## config.mk

```make
export PLATFORM = sky130hd
export DESIGN_NAME = aes_round_sched_flat
export DESIGN_NICKNAME = d
export VERILOG_FILES = /design/src/rtl/aes_pkg.sv /design/src/rtl/aes_round_sched_if.sv /design/src/rtl/aes_round_sched.sv /design/src/flat_wrapper.sv
export SDC_FILE = /design/constraint.sdc
export NUM_CORES = 1
export LEC_CHECK = 0
export ABC_AREA = 1
export CORE_AREA = 2 2 251 253
export DETAILED_ROUTE_END_ITERATION = 6
export DIE_AREA = 0 0 253 255
export PLACE_DENSITY_LB_ADDON = 0.25
export SLEW_MARGIN = 25
export SYNTH_ARGS = -nofsm -noshare
export SYNTH_HDL_FRONTEND = slang
export SYNTH_SLANG_ARGS = --single-unit
```

## constraint.sdc

```tcl
create_clock -name clk -period 1.4 [get_ports clk]
set_input_delay 0.28 -clock clk [delete_from_list [all_inputs] [get_ports clk]]
set_output_delay 0.28 -clock clk [all_outputs]
set_load 0.1 [all_outputs]
```

## src/rtl/aes_pkg.sv

```systemverilog
// aes_pkg: shared AES-128 scheduler constants, FSM encoding and block type
package aes_pkg;
  localparam int AES_NR = 10;
  localparam int AES_BLK_W = 128;
  localparam int AES_RK_IDX_W = 4;
  localparam logic MODE_ENC = 1'b0;
  localparam logic MODE_DEC = 1'b1;
  typedef enum logic [1:0] {IDLE, ROUND, DONE} fsm_e;
  typedef logic [0:AES_BLK_W-1] blk_t;
endpackage

```

## src/rtl/aes_round_sched_if.sv

```systemverilog
// aes_round_sched_if: block I/O handshakes plus round-datapath and key-store bus of the scheduler
interface aes_round_sched_if #(
  parameter int RK_IDX_W = aes_pkg::AES_RK_IDX_W
);
  import aes_pkg::*;
  logic in_valid;
  logic in_ready;
  logic in_mode;
  blk_t in_block;
  logic [RK_IDX_W-1:0] rk_idx;
  blk_t rk;
  blk_t rd_state;
  logic rd_mode;
  logic rd_final;
  blk_t rd_result;
  logic out_valid;
  logic out_ready;
  blk_t out_block;
  modport master (
    output in_valid, in_mode, in_block, rk, rd_result, out_ready,
    input in_ready, rk_idx, rd_state, rd_mode, rd_final, out_valid, out_block
  );
  modport slave (
    input in_valid, in_mode, in_block, rk, rd_result, out_ready,
    output in_ready, rk_idx, rd_state, rd_mode, rd_final, out_valid, out_block
  );
endinterface

```

## src/rtl/aes_round_sched.sv

```systemverilog
// aes_round_sched: iterative AES-128 round scheduler (clk, rst_n, bus slave, busy); AES_DECRYPT_EN enables reversed-key decrypt
module aes_round_sched #(
  parameter int NR = aes_pkg::AES_NR,
  parameter int RK_IDX_W = aes_pkg::AES_RK_IDX_W
) (
  input logic clk,
  input logic rst_n,
  aes_round_sched_if.slave bus,
  output logic busy
);
  import aes_pkg::*;
`ifdef AES_DECRYPT_EN
  localparam logic DEC_EN = 1'b1;
`else
  localparam logic DEC_EN = 1'b0;
`endif
  localparam logic [RK_IDX_W-1:0] NR_W = RK_IDX_W'(NR);
  fsm_e st_q, st_d;
  blk_t state_q, state_d;
  logic [RK_IDX_W-1:0] rnd_q, rnd_d;
  logic mode_q, mode_d, mode_in, last;
  assign mode_in = bus.in_mode & DEC_EN;
  assign last = rnd_q == NR_W;
  assign bus.in_ready = st_q == IDLE;
  assign bus.out_valid = st_q == DONE;
  assign bus.out_block = state_q;
  assign bus.rd_state = state_q;
  assign bus.rd_mode = mode_q;
  assign bus.rd_final = st_q == ROUND && last;
  assign bus.rk_idx = st_q == IDLE ? (mode_in ? NR_W : '0) : st_q == ROUND ? (mode_q ? NR_W - rnd_q : rnd_q) : '0;
  assign busy = st_q != IDLE;
  always_comb begin
    st_d = st_q;
    state_d = state_q;
    rnd_d = rnd_q;
    mode_d = mode_q;
    if (st_q == IDLE && bus.in_valid) begin
      st_d = ROUND;
      state_d = bus.in_block ^ bus.rk;
      rnd_d = RK_IDX_W'(1);
      mode_d = mode_in;
    end else if (st_q == ROUND) begin
      st_d = last ? DONE : ROUND;
      state_d = bus.rd_result;
      rnd_d = last ? rnd_q : rnd_q + 1'b1;
    end else if (st_q == DONE && bus.out_ready) begin
      st_d = IDLE;
    end
  end
  always_ff @(posedge clk or negedge rst_n) begin
    if (!rst_n) begin
      st_q <= IDLE;
      state_q <= '0;
      rnd_q <= '0;
      mode_q <= MODE_ENC;
    end else begin
      st_q <= st_d;
      state_q <= state_d;
      rnd_q <= rnd_d;
      mode_q <= mode_d;
    end
  end
endmodule

```

## src/flat_wrapper.sv

```systemverilog
// flat-port wrapper written by rule: the top's interface ports become plain ports
module aes_round_sched_flat import aes_pkg::*;
#(
  parameter int NR = aes_pkg::AES_NR,
  parameter int RK_IDX_W = aes_pkg::AES_RK_IDX_W
)
  (clk, rst_n, busy, bus_in_valid, bus_in_mode, bus_in_block, bus_rk, bus_rd_result, bus_out_ready, bus_in_ready, bus_rk_idx, bus_rd_state, bus_rd_mode, bus_rd_final, bus_out_valid, bus_out_block);
  aes_round_sched_if #(.RK_IDX_W(RK_IDX_W)) bus_i ();
  input logic clk;
  input logic rst_n;
  output logic busy;
  input wire logic [$bits(bus_i.in_valid)-1:0] bus_in_valid;
  input wire logic [$bits(bus_i.in_mode)-1:0] bus_in_mode;
  input wire logic [$bits(bus_i.in_block)-1:0] bus_in_block;
  input wire logic [$bits(bus_i.rk)-1:0] bus_rk;
  input wire logic [$bits(bus_i.rd_result)-1:0] bus_rd_result;
  input wire logic [$bits(bus_i.out_ready)-1:0] bus_out_ready;
  output wire logic [$bits(bus_i.in_ready)-1:0] bus_in_ready;
  output wire logic [$bits(bus_i.rk_idx)-1:0] bus_rk_idx;
  output wire logic [$bits(bus_i.rd_state)-1:0] bus_rd_state;
  output wire logic [$bits(bus_i.rd_mode)-1:0] bus_rd_mode;
  output wire logic [$bits(bus_i.rd_final)-1:0] bus_rd_final;
  output wire logic [$bits(bus_i.out_valid)-1:0] bus_out_valid;
  output wire logic [$bits(bus_i.out_block)-1:0] bus_out_block;
  assign bus_i.in_valid = bus_in_valid;
  assign bus_i.in_mode = bus_in_mode;
  assign bus_i.in_block = bus_in_block;
  assign bus_i.rk = bus_rk;
  assign bus_i.rd_result = bus_rd_result;
  assign bus_i.out_ready = bus_out_ready;
  assign bus_in_ready = bus_i.in_ready;
  assign bus_rk_idx = bus_i.rk_idx;
  assign bus_rd_state = bus_i.rd_state;
  assign bus_rd_mode = bus_i.rd_mode;
  assign bus_rd_final = bus_i.rd_final;
  assign bus_out_valid = bus_i.out_valid;
  assign bus_out_block = bus_i.out_block;
  aes_round_sched #(.NR(NR), .RK_IDX_W(RK_IDX_W)) u_core (.clk(clk), .rst_n(rst_n), .bus(bus_i), .busy(busy));
endmodule
```

==> results.md, run 1 <==
- The run finished, with violations left.
- The final reports fail on setup timing.
- The routability-driven placement congestion ratio is just over 0.8.
- The worst path setup slack after routing is -0.401 ns.
- In the global route stage, overall resource usage came out at 0.147.
- The final cycle utilization of the critical path is 1.29.
- The routed wirelength normalized by instance count is 18.3 um.
- The cell chosen for the clock root is clkbuf_16.
- STA puts the critical path data required time at 1.12 ns.
- The timing startpoint of the critical path is u_core.st_q[1].
- The analysis attributes to cell leakage a power of 0.00995 uW.
- Of the post-synthesis cell area, the dominant cell type holds 0.379.
- The wire length of the first global-routing pass is just under 70000 um.
- The wire-length estimate of the detail-placed layout is about 34000 um.
- Entering global routing, the biggest net connects 45 pins.
- The clock-pin transition on the worst setup and hold timing paths is 0.07 ns.
- The worst register-to-register path begins at u_core.st_q[1].
- STA classifies the critical path startpoint as a register.
- The synthesized area is a little under 9000 sq um.
- The first detailed-routing pass took 5 iterations.
- The final critical path time including I/O delays and setup is 1.80 ns.
- Buffers inserted during clock tree synthesis total 17.
- The floorplan step defined a die boundary enclosing 64500 sq um.
- After detailed routing, the number of vias per cell comes to 3.73.
- The type of element capturing the critical path is an output port.
- Clock skew on the completed layout was measured at 0.0102 ns.
- Of the total power, the clock network draws 0.466.
- The register share of total power is 0.365.
- Counting flops and latches in the post-synthesis netlist gives 134.
- The net count of the mapped netlist is 1649.
- The floorplan has a little over 90 rows.
- The first routing iteration left around 350 violations.
- In this run the worst path has a maximum fanout of 4.
- The hold violation total from the final report came to 0.
- The initial core utilization is 0.143.
- The maximum root-to-sink buffer count is 2.
- By area the synthesized netlist is led by dfrtp_1 38%, nand2_1 33%, xnor2_1 13%.
- The leading area contributor after synthesis is dfrtp_1.
- The cell with the largest stage delay on the worst path is dfrtp_2.
- The share of the Yosys chip area taken by registers is 0.379.
- In the synthesized netlist, the cells that appear most often are 772 x nand2_1, 145 x buf_4, 134 x dfrtp_1.
- Each instance of the synthesized netlist takes up on average about 7.0 sq um.
- The number of nets still failing antenna checks after routing is 0.
- The worst hold-check slack is approximately 0.28 ns.
- The detailed-route wire length is 50300 um.
- Measured along the y axis, the die boundary spans 255 um.
- Of the cells placed in the final design, the portion with a size suffix greater than 1 is 0.446.
- The initial antenna violation count is 1.
- The CTS tree is built.
- After synthesis, the largest family of logic cells by area is simple AND/OR/NAND/NOR gates.
- At the worst endpoint, the arrival time is 1.52 ns.
- The routed layout has 10200 vias.
- Power spread over the standard cell area amounts to 476 nW/um^2.
- For this run, the post-layout net count is 2326.
- After detailed routing, the number of remaining DRC violations is 0.
- Timing analysis after detailed placement gives a worst setup slack of -0.276 ns.
- The type of the setup path with the least slack is register to output port.
- Setup repair after global routing could not meet its margin everywhere.
- The fraction of registers with async set/reset is 1.00.
- Of the total power, combinational logic draws 0.169.
- The area inside the core boundary is 62200 sq um.
- Of the total power, the share spent switching nets is 0.238.
- Of the total synthesized cell area, the portion taken by AND, OR, NAND and NOR gates is 0.338.
- Max-cap violations in this run came to 0.
- The total count of max-transition violations in the final report is 0.
- Port buffering added around 650 buffers.
- The maximum ir drop on the vdd rail is 0.889 mV.
- Synthesis handed over a netlist of 1258 instances.
- Synthesis instantiated 21 different standard cells from the library.
- The x dimension of the die is 253 um.
- The later pin in the worst-skew pair is clocked with a latency of 0.48 ns.
- The accumulated negative setup slack is -43.18 ns.
- The H-tree was split into 4 levels.
- The signal on the critical path passes through nor2_4 > buf_12 > inv_8 > nor2_4 > buf_12.
- The complex-gate fraction of the synthesized area is 0.00311.
- Yosys mapped a number of flops with a built-in enable equal to 0.
- The number of global-route vias before repair was 10600.
- In this design, the stage delay of the slowest critical-path cell is 0.44 ns.
- The Yosys warning count is 0.
- The most frequently used cell type in the post-synthesis netlist is nand2_1.
- Pin placement for this block handled 654 I/O pins.
- After synthesis, the share of cell area in mux cells is 0.
- The leading register cell type out of synthesis is dfrtp_1.
- For this run the aggregate overflow at the end of global routing stands at 0.
- The net load switching power is 2530 uW.
- The post-synthesis to final-layout area growth is 152%.
- The tightest min-delay check is of the input pin to async pin type.
- The cell-internal power is 8080 uW.
- Clock tree synthesis found a total of roughly 130 sinks.
- The count of final setup violators is 207.
- Timing would allow up to 0.555 GHz.
- The share of the synthesized netlist area taken by xor and xnor gates is 0.128.
- The post-synthesis share of cell area spent on full adders, half adders and majority gates is 0.00282.
## sequential cells by signal (all words and copies together), names as in the netlist
| register | flops |
|---|---|
| u_core.bus.out_block | 128 |
| u_core.rnd_q | 4 |
| u_core.st_q | 2 |
## cells by family after synthesis
kind of cell | Yosys count
compound gates | 5
xor+xnor | 129
simple gates | 790
other cells | 1
flops | 134
buf+inv | 197
fa+ha+maj | 2
## metrics by stage
| step | std cells | instance area, sq um | util | total power [uW] |
|---|---|---|---|---|
| final | 2748 | 22300 | 0.359 | 10600 |
| after global routing | 2747 | 22300 | 0.359 | 11000 |
| after CTS | 2684 | 20800 | 0.335 | 10800 |
| after detailed placement | 2585 | 18600 | 0.299 | 5690 |
| after global placement | 2585 | 18600 | 0.299 | 5690 |
| after floorplan | 1258 | 9250 | - | 4290 |
## final timing paths
| path | endpoint | slack [ns] | depth (start not counted) |
|---|---|---|---|
| setup / recovery | bus_rd_final | -0.40 | 5 |
| hold / removal | u_core.bus.out_block[40] | 0.28 | 2 |
| setup reg to reg | u_core.bus.out_block[61] | -0.38 | 12 |
| hold reg to reg | u_core.bus.out_block[65] | 0.56 | 2 |
| max in group asynchronous | u_core.bus.out_block[28] | 0.50 | 3 |
| min in group clk | u_core.bus.out_block[50] | 0.43 | 5 |
## cells in the final DEF (no fill, tap or decap), types with 5 or more instances in the layout
cell,n
buf_12,286
buf_16,32
buf_4,92
buf_6,18
buf_8,18
clkbuf_16,27
clkdlybuf4s50_1,386
dfrtp_1,5
dfrtp_2,129
inv_1,6
nand2_1,544
nand2_2,168
nand2_4,60
nor2_4,8
xnor2_1,128
## power groups by stage
stage                     clock [uW]  sequential, uW  combinational, uW
final                           4940            3870               1790
after global routing            5250            3870               1910
after CTS                       5150            3870               1760
after detailed placement           0            3940               1750
after global placement             0            3940               1750
after floorplan                    0            3940                343
## critical path, delay by kind of cell (launching register included)
| family | cells | cell delay, ns |
|---|---|---|
| and+or+nand+nor | 2 | 0.26 |
| DFF | 1 | 0.44 |
| buffers and inverters | 3 | 0.35 |
## area by class of cell
class                   instances  area [sq um]
clock inverters                11           148
clock buffers                  21           480
inverters                      12          75.1
repair buffers                843         11900
fillers                      6270         39900
multi-input cells             927          5180
flip-flops and latches        134          3510
diodes                          1          2.50
well taps                     799          1000
## routing by layer
metal  track usage  part of all wire  wire, um  up-vias
met5             0           0.00022        11        -
met3        0.0511             0.088      4450       42
li1              -                 -         -     5011
met4        0.0484             0.021      1050        2
met1         0.161              0.38     19200     4749
met2         0.263              0.51     25700      444
## what timing repair did
| action | CTS | global route |
|---|---|---|
| gates cloned | 30 | 10 |
| hold buffers | 1 | 0 |
| pin swaps | 9 | 163 |
| endpoints found under the hold margin | 23 | 0 |
| buffers inserted | 36 | 68 |
| gates resized for setup | 95 | 331 |
| setup endpoints to repair | 392 | 397 |
Power figures use the tool's default switching activity.
==> run 2, diff against run 1 <==
Settings changed: CORE_AREA 2 2 251 253 to 2 2 255 257, CTS_BUF_LIST set to sky130_fd_sc_hd__clkbuf_8, DIE_AREA 0 0 253 255 to 0 0 257 259, PLACE_DENSITY_LB_ADDON 0.25 to not set.
==> results.md, run 2 (synthesized netlist as in run 1, its figures left out) <==
- The flow ran to the end, but the final reports show violations.
- The final reports fail on setup timing.
- The net load switching power is 2330 uW (-7.6%).
- The portion of total power attributed to combinational logic came to 0.192 (+0.023).
- The data arrival time at the worst-slack endpoint came to 1.65 ns (+0.13 ns).
- The count of final setup violators came to 397 (+92%).
- The final routed DRC violation total is 0 (unchanged).
- The fraction of power consumed by the clock network came to 0.387 (-0.079).
- The hold violation total from the final report is 0 (unchanged).
- The power per standard cell area is 459 nW/um^2 (-3.5%).
- The critical path required time is 1.12 ns (about the same).
- The fraction of layout instances using a drive strength above 1 was 0.317 (-0.129).
- The launch instance of the worst register-to-register path is u_core.st_q[1].
- The proportion of total power due to net switching is 0.255 (+0.0165).
- The final critical path time including I/O delays and setup is 1.93 ns (+0.132 ns).
- The cell leakage power was 0.00882 uW (-11%).
- The maximum ir drop on the vdd rail was 0.606 mV (-32%).
- The path class of the tightest hold or removal check is input pin to async pin.
- The slack of the worst reg-to-reg path is -0.41 ns (-0.03 ns).
- The combined global-route utilization of all metal layers is 0.126 (-0.0206).
- The total placed cells including tap cells came to 2643 (+2.2%).
- The area enclosed by the die boundary is 66600 sq um (+3.2%).
- The endpoint identified for the worst register-to-register timing path is u_core.bus.out_block[56].
- The site row count is 93 (+1.1%).
- The detailed router's first-iteration violation count is 429 (+24%).
- The final cycle utilization of the critical path is 1.38 (+0.0946).
- The total CTS buffers was 17 (unchanged).
- The wire length of the first global-routing pass is 62000 um (-8.6%).
- Relative to the synthesized area, the layout overhead comes to 125%.
- The count of placed standard cells in the final layout, fillers left out is 2707 (-1.5%).
- The H-tree level count is 4 (unchanged).
- The worst path setup slack after routing is -0.534 ns (-0.132 ns).
- The number of buffer cells added on primary ports is 651 (unchanged).
- The cell-internal power is 6830 uW (-15%).
- The accumulated negative setup slack was -68.90 ns (-25.72 ns).
- The number of nets still failing antenna checks after routing is 0 (unchanged).
- The placed wire-length estimate came to 33300 um (-3.0%).
- The maximum root-to-sink buffer count came to 2 (unchanged).
- The via count normalized by instance count came to 3.58 (-3.9%).
- The detailed-route wire length was 44300 um (-12%).
- The max-cap check violation count was 0 (unchanged).
- The library cell used most frequently in the layout, excluding fill and tap cells, is nand2_1.
- The flip-flop count of the largest register, all copies and words added is 128 (unchanged).
- The highest fanout seen on the critical path is 4 (unchanged).
- The sink count of the clock tree came to 134 (unchanged).
- The final clock skew is 0.0144 ns (+0.00425 ns).
- The final net count is 2231 (-4.1%).
- The number of global-route vias before repair is 9848 (-6.9%).
- The routed wirelength normalized by instance count is 16.4 um (-11%).
- Leaving out fill and tap cells, the most frequent cells in the layout are 726 x nand2_1, 386 x clkdlybuf4s50_1, 285 x buf_12, 128 x xnor2_1, 128 x dfrtp_2.
- The x dimension of the die is 257 um (+1.6%).
- The top-level port count is 654 (unchanged).
- STA classifies the critical path endpoint as an output port.
- The startpoint class of the critical path is a register.
- The initial antenna violation count is 0 (-1).
- The total inserted antenna cells is 0 (-1).
- The worst hold-check slack is 0.105 ns (-0.177 ns).
- The height of the chip is 259 um (+1.6%).
- The register share of total power is 0.422 (+0.057).
- The CTS tree is built.
- The post-route core utilization is 0.313 (-0.0461).
- The largest net degree at the start of global routing was 57 (+27%).
- The worst reg-to-reg path cell count is 12 (unchanged).
- The clock insertion delay at the later pin of the skew report is 0.55 ns (+0.07 ns).
- The maximum clock frequency came to 0.517 GHz (-6.9%).
- The critical path is of the register to output port type.
- The initial core utilization came to 0.139 (-0.00384).
- The area inside the core boundary was 63900 sq um (+2.8%).
- The setup slack at placement is -0.323 ns (-0.0470 ns).
- The routed via count is 9704 (-5.3%).
- The total count of max-transition violations in the final report is 0 (unchanged).
- The routability-driven placement congestion ratio is 0.813 (+1.0%).
- The first-pass iteration count of the detailed router is 4 (-1).
- The cell chosen for the clock root is clkbuf_8.
- Setup repair after global routing could not meet its margin everywhere.
- The clock-pin transition on the worst setup and hold timing paths is 0.09 ns (+0.02 ns).
- The total global routing overflow is 0 (unchanged).
## run 2: changes by cell type in the layout (fill, tap and decap cells not counted), moves of 3 or more
cell	change
clkbuf_8	+17
clkinvlp_4	+3
clkbuf_16	-22
nand2_1	+182
clkinv_4	-4
nand2_4	-51
buf_8	-14
buf_16	-27
buf_4	-48
nand2_2	-131
## run 2: worst max-delay path by stage
stage	end	slack (ns)	start	cells past startpoint
6_report	bus_rd_final	-0.53	u_core.st_q[1]	6
5_1_grt	bus_rd_final	-0.62	u_core.st_q[1]	6
4_1_cts	bus_rd_final	-0.60	u_core.st_q[1]	6
3_5_place_dp	u_core.bus.out_block[56]	-0.32	bus_in_valid	7
3_3_place_gp	u_core.bus.out_block[56]	-0.31	bus_in_valid	7
2_1_floorplan	busy	-0.46	u_core.st_q[1]	2
## run 2: power by group through the flow
stage	clock, uW	sequential, uW	combinational, uW
floorplan	0	3940	343
global placement	0	3940	1750
detailed placement	0	3940	1750
CTS	3750	3860	1760
global route	3890	3860	1870
finish	3540	3860	1760
## run 2: final cells by class
cell class	count	area, sq um
Inverter	12	73.8
Timing Repair Buffer	748	10500
Multi-Input combinational cell	927	4460
Tap cell	855	1070
Fill cell	6574	43900
Sequential cell	134	3510
Clock buffer	21	289
Clock inverter	10	106
## run 2: what timing repair did
item                                   4_1_cts  5_1_grt
setup endpoints to repair                  393      397
cloned                                       6        7
hold buffers                                 1        0
pin swaps                                    8       28
setup buffers                               13       10
resized for setup                           28       89
endpoints found under the hold margin      134        0
## run 2: per-stage QoR
stage	power [uW]	area [sq um]
floorplan	4290	9250
global placement	5690	18700
detailed placement	5690	18700
CTS	9370	19500
global route	9630	20000
finish	9160	20000
## run 2: metal layers
| layer | GRT usage | routed length, um | up-vias |
|---|---|---|---|
| li1 | - | - | 4797 |
| met1 | 0.144 | 17500 | 4442 |
| met2 | 0.225 | 23000 | 418 |
| met3 | 0.0362 | 2920 | 47 |
| met4 | 0.0426 | 932 | 0 |
| met5 | 0 | 0 | - |
## run 2: critical path: stages, from the launching register on
cell and delay [ns]:
dfrtp_1 0.40, buf_6 0.13, nor2_4 0.10, buf_12 0.12, inv_8 0.04, nor2_4 0.14, buf_12 0.19
==> run 3, diff against run 2 <==
Settings changed: REMOVE_ABC_BUFFERS set to 1.
==> results.md, run 3 (synthesized netlist as in run 1, its figures left out) <==
- The routed via count is 9950 (+2.5%).
- The worst path setup slack after routing came to -0.492 ns (+0.0420 ns).
- The final net count is 2289 (+2.6%).
- The highest fanout seen on the critical path is 4 (unchanged).
- The via count normalized by instance count came to 3.60 (+0.35%).
- The combined global-route utilization of all metal layers is 0.137 (+0.0104).
- The area enclosed by the die boundary is 66600 sq um (unchanged).
- The clock insertion delay at the later pin of the skew report is 0.53 ns (-0.02 ns).
- The most common cell after layout, fill and taps aside is nand2_1.
- The cell leakage power is 0.00923 uW (+4.7%).
- The worst reg-to-reg path cell count is 13 (+1).
- The sink count of the clock tree came to 134 (unchanged).
- The area growth from synthesis to layout is 134%.
- The number of nets still failing antenna checks after routing is 0 (unchanged).
- The H-tree level count was 4 (unchanged).
- The path category of the worst min-delay check is input pin to async pin.
- The CTS tree is built.
- The met3 wire length is 3200 um (+9.7%).
- The number of fill cells in the layout was 6479 (-1.4%).
- The type of element capturing the critical path is an output port.
- The final routed DRC violation total is 0 (unchanged).
- The number of buffer cells added on primary ports is 651 (unchanged).
- The data arrival time at the worst-slack endpoint came to 1.61 ns (-0.04 ns).
- The hold violation total from the final report was 0 (unchanged).
- The x dimension of the die is 257 um (unchanged).
- The maximum root-to-sink buffer count is 2 (unchanged).
- In this run the critical register-to-register path is launched from u_core.st_q[0].
- The wire length of the first global-routing pass is 66400 um (+7.0%).
- The flip-flop count of the largest register, all copies and words added is 128 (unchanged).
- The first-pass iteration count of the detailed router is 4 (unchanged).
- The timing startpoint of the critical path is u_core.st_q[1].
- The met2 wire length is 24000 um (+4.5%).
- The total global routing overflow is 0 (unchanged).
- The placed wire-length estimate is 33500 um (+0.63%).
- The maximum ir drop on the vdd rail came to 0.591 mV (-2.5%).
- The critical path required time was 1.12 ns (about the same).
- The detailed router's first-iteration violation count was 388 (-9.6%).
- Setup repair after global routing could not meet its margin everywhere.
- The final cycle utilization of the critical path is 1.35 (-0.0300).
- Leaving out fill and tap cells, the most frequent cells in the layout are 757 x nand2_1, 386 x clkdlybuf4s50_1, 291 x buf_12, 128 x xnor2_1, 126 x dfrtp_2.
- The cell chosen for the clock root is clkbuf_8.
- The total count of max-transition violations in the final report is 0 (unchanged).
- The startpoint class of the critical path is a register.
- The type of the setup path with the least slack is register to output port.
- The site row count was 93 (unchanged).
- The top-level port count is 654 (unchanged).
- The detailed router used layers up to and including met4.
- The largest net degree at the start of global routing is 36 (-37%).
- The detailed-route wire length is 45900 um (+3.6%).
- The initial antenna violation count was 1 (+1).
- The routed wirelength normalized by instance count came to 16.6 um (+1.4%).
- The number of global-route vias before repair is 10400 (+5.3%).
- The maximum clock frequency is 0.529 GHz (+2.2%).
- The fraction of layout instances using a drive strength above 1 is 0.320 (+0.00240).
- The total power of the final layout is 9410 uW (+2.7%).
- The max-cap check violation count is 0 (unchanged).
- The routed metal-1 wire length came to 17600 um (+0.54%).
- The total CTS buffers is 17 (unchanged).
- The power per standard cell area came to 454 nW/um^2 (-1.0%).
- The count of final setup violators is 397 (unchanged).
- The initial core utilization is 0.139 (unchanged).
- The worst hold-check slack is 0.283 ns (+0.178 ns).
- The area inside the core boundary came to 63900 sq um (unchanged).
- The final clock skew is 0.0140 ns (-0.000444 ns).
- The flow ran to the end, but the final reports show violations.
- The checks that failed: setup timing.
- The height of the chip is 259 um (unchanged).
- The final critical path time including I/O delays and setup was 1.89 ns (-0.0420 ns).
- The clock-pin transition on the worst setup and hold timing paths is 0.09 ns (about the same).
- The routability-driven placement congestion ratio is 0.862 (+6.1%).
run 3: cell types whose count changed in the layout (fill, tap and decap cells not counted), sizes merged:
cell	change
buf	+56
bufbuf	+5
clkbuf	-5
clkinv	+4
clkinvlp	-3
bufinv	+2
diode	+1
inv	-1
run 3: path summary, 6_finish.rpt:
check | end | slack (ns)
worst min register to register | u_core.bus.out_block[117] | 0.57
worst min-delay path | u_core.bus.out_block[99] | 0.28
max in group asynchronous | u_core.bus.out_block[28] | 0.60
worst max register to register | u_core.bus.out_block[57] | -0.47
worst max-delay path | bus_rk_idx[1] | -0.49
min in group clk | u_core.bus.out_block[10] | 0.36
run 3: cell type report:
class	instances	area, sq um	share of cell area
inverters	12	73.8	0.00356
clock inverters	12	179	0.00864
diodes	1	2.50	0.000121
well taps	855	1070	0.0516
clock buffers	19	262	0.0126
multi-input cells	927	4330	0.209
repair buffers	806	11300	0.545
flip-flops and latches	134	3510	0.169
run 3: worst max-delay path: stages, from the launching register on:
cell and delay, ns:
dfrtp_1 0.40, buf_6 0.13, nor2_4 0.08, buf_6 0.12, inv_6 0.05, nor2_4 0.12
buf_12 0.18
run 3: stage by stage:
stage,cells,setup slack (ns),util,setup TNS [ns],cell area (sq um)
after floorplan,1073,-3.66,-,-582.62,7580
after global placement,2667,-0.250,0.293,-28.32,18700
after detailed placement,2667,-0.265,0.293,-29.64,18700
after CTS,2754,-0.561,0.322,-87.62,20600
after global routing,2766,-0.620,0.324,-97.93,20700
final,2766,-0.492,0.324,-67.30,20700
run 3: routing by layer:
layer  vias to the layer above  track usage
met3                        49       0.0351
met1                      4525        0.152
met2                       463        0.249
met4                         0       0.0517
met5                         -            0
li1                       4913            -
run 3: what timing repair did:
action                     CTS  global route
pin swaps                    8            12
gates resized for setup    221            24
setup endpoints to repair  388           397
setup buffers               33            13
hold buffers                 1             0
gates cloned                22             2
hold endpoints to repair   128             0
run 3: where the power goes:
part	total [uW]	switching, uW	leakage [uW]	internal (uW)
clock network	3790	1770	0.000219	2020
registers	3860	0	0.00164	3860
logic	1750	522	0.00737	1230
total	9410	2300	0.00923	7110
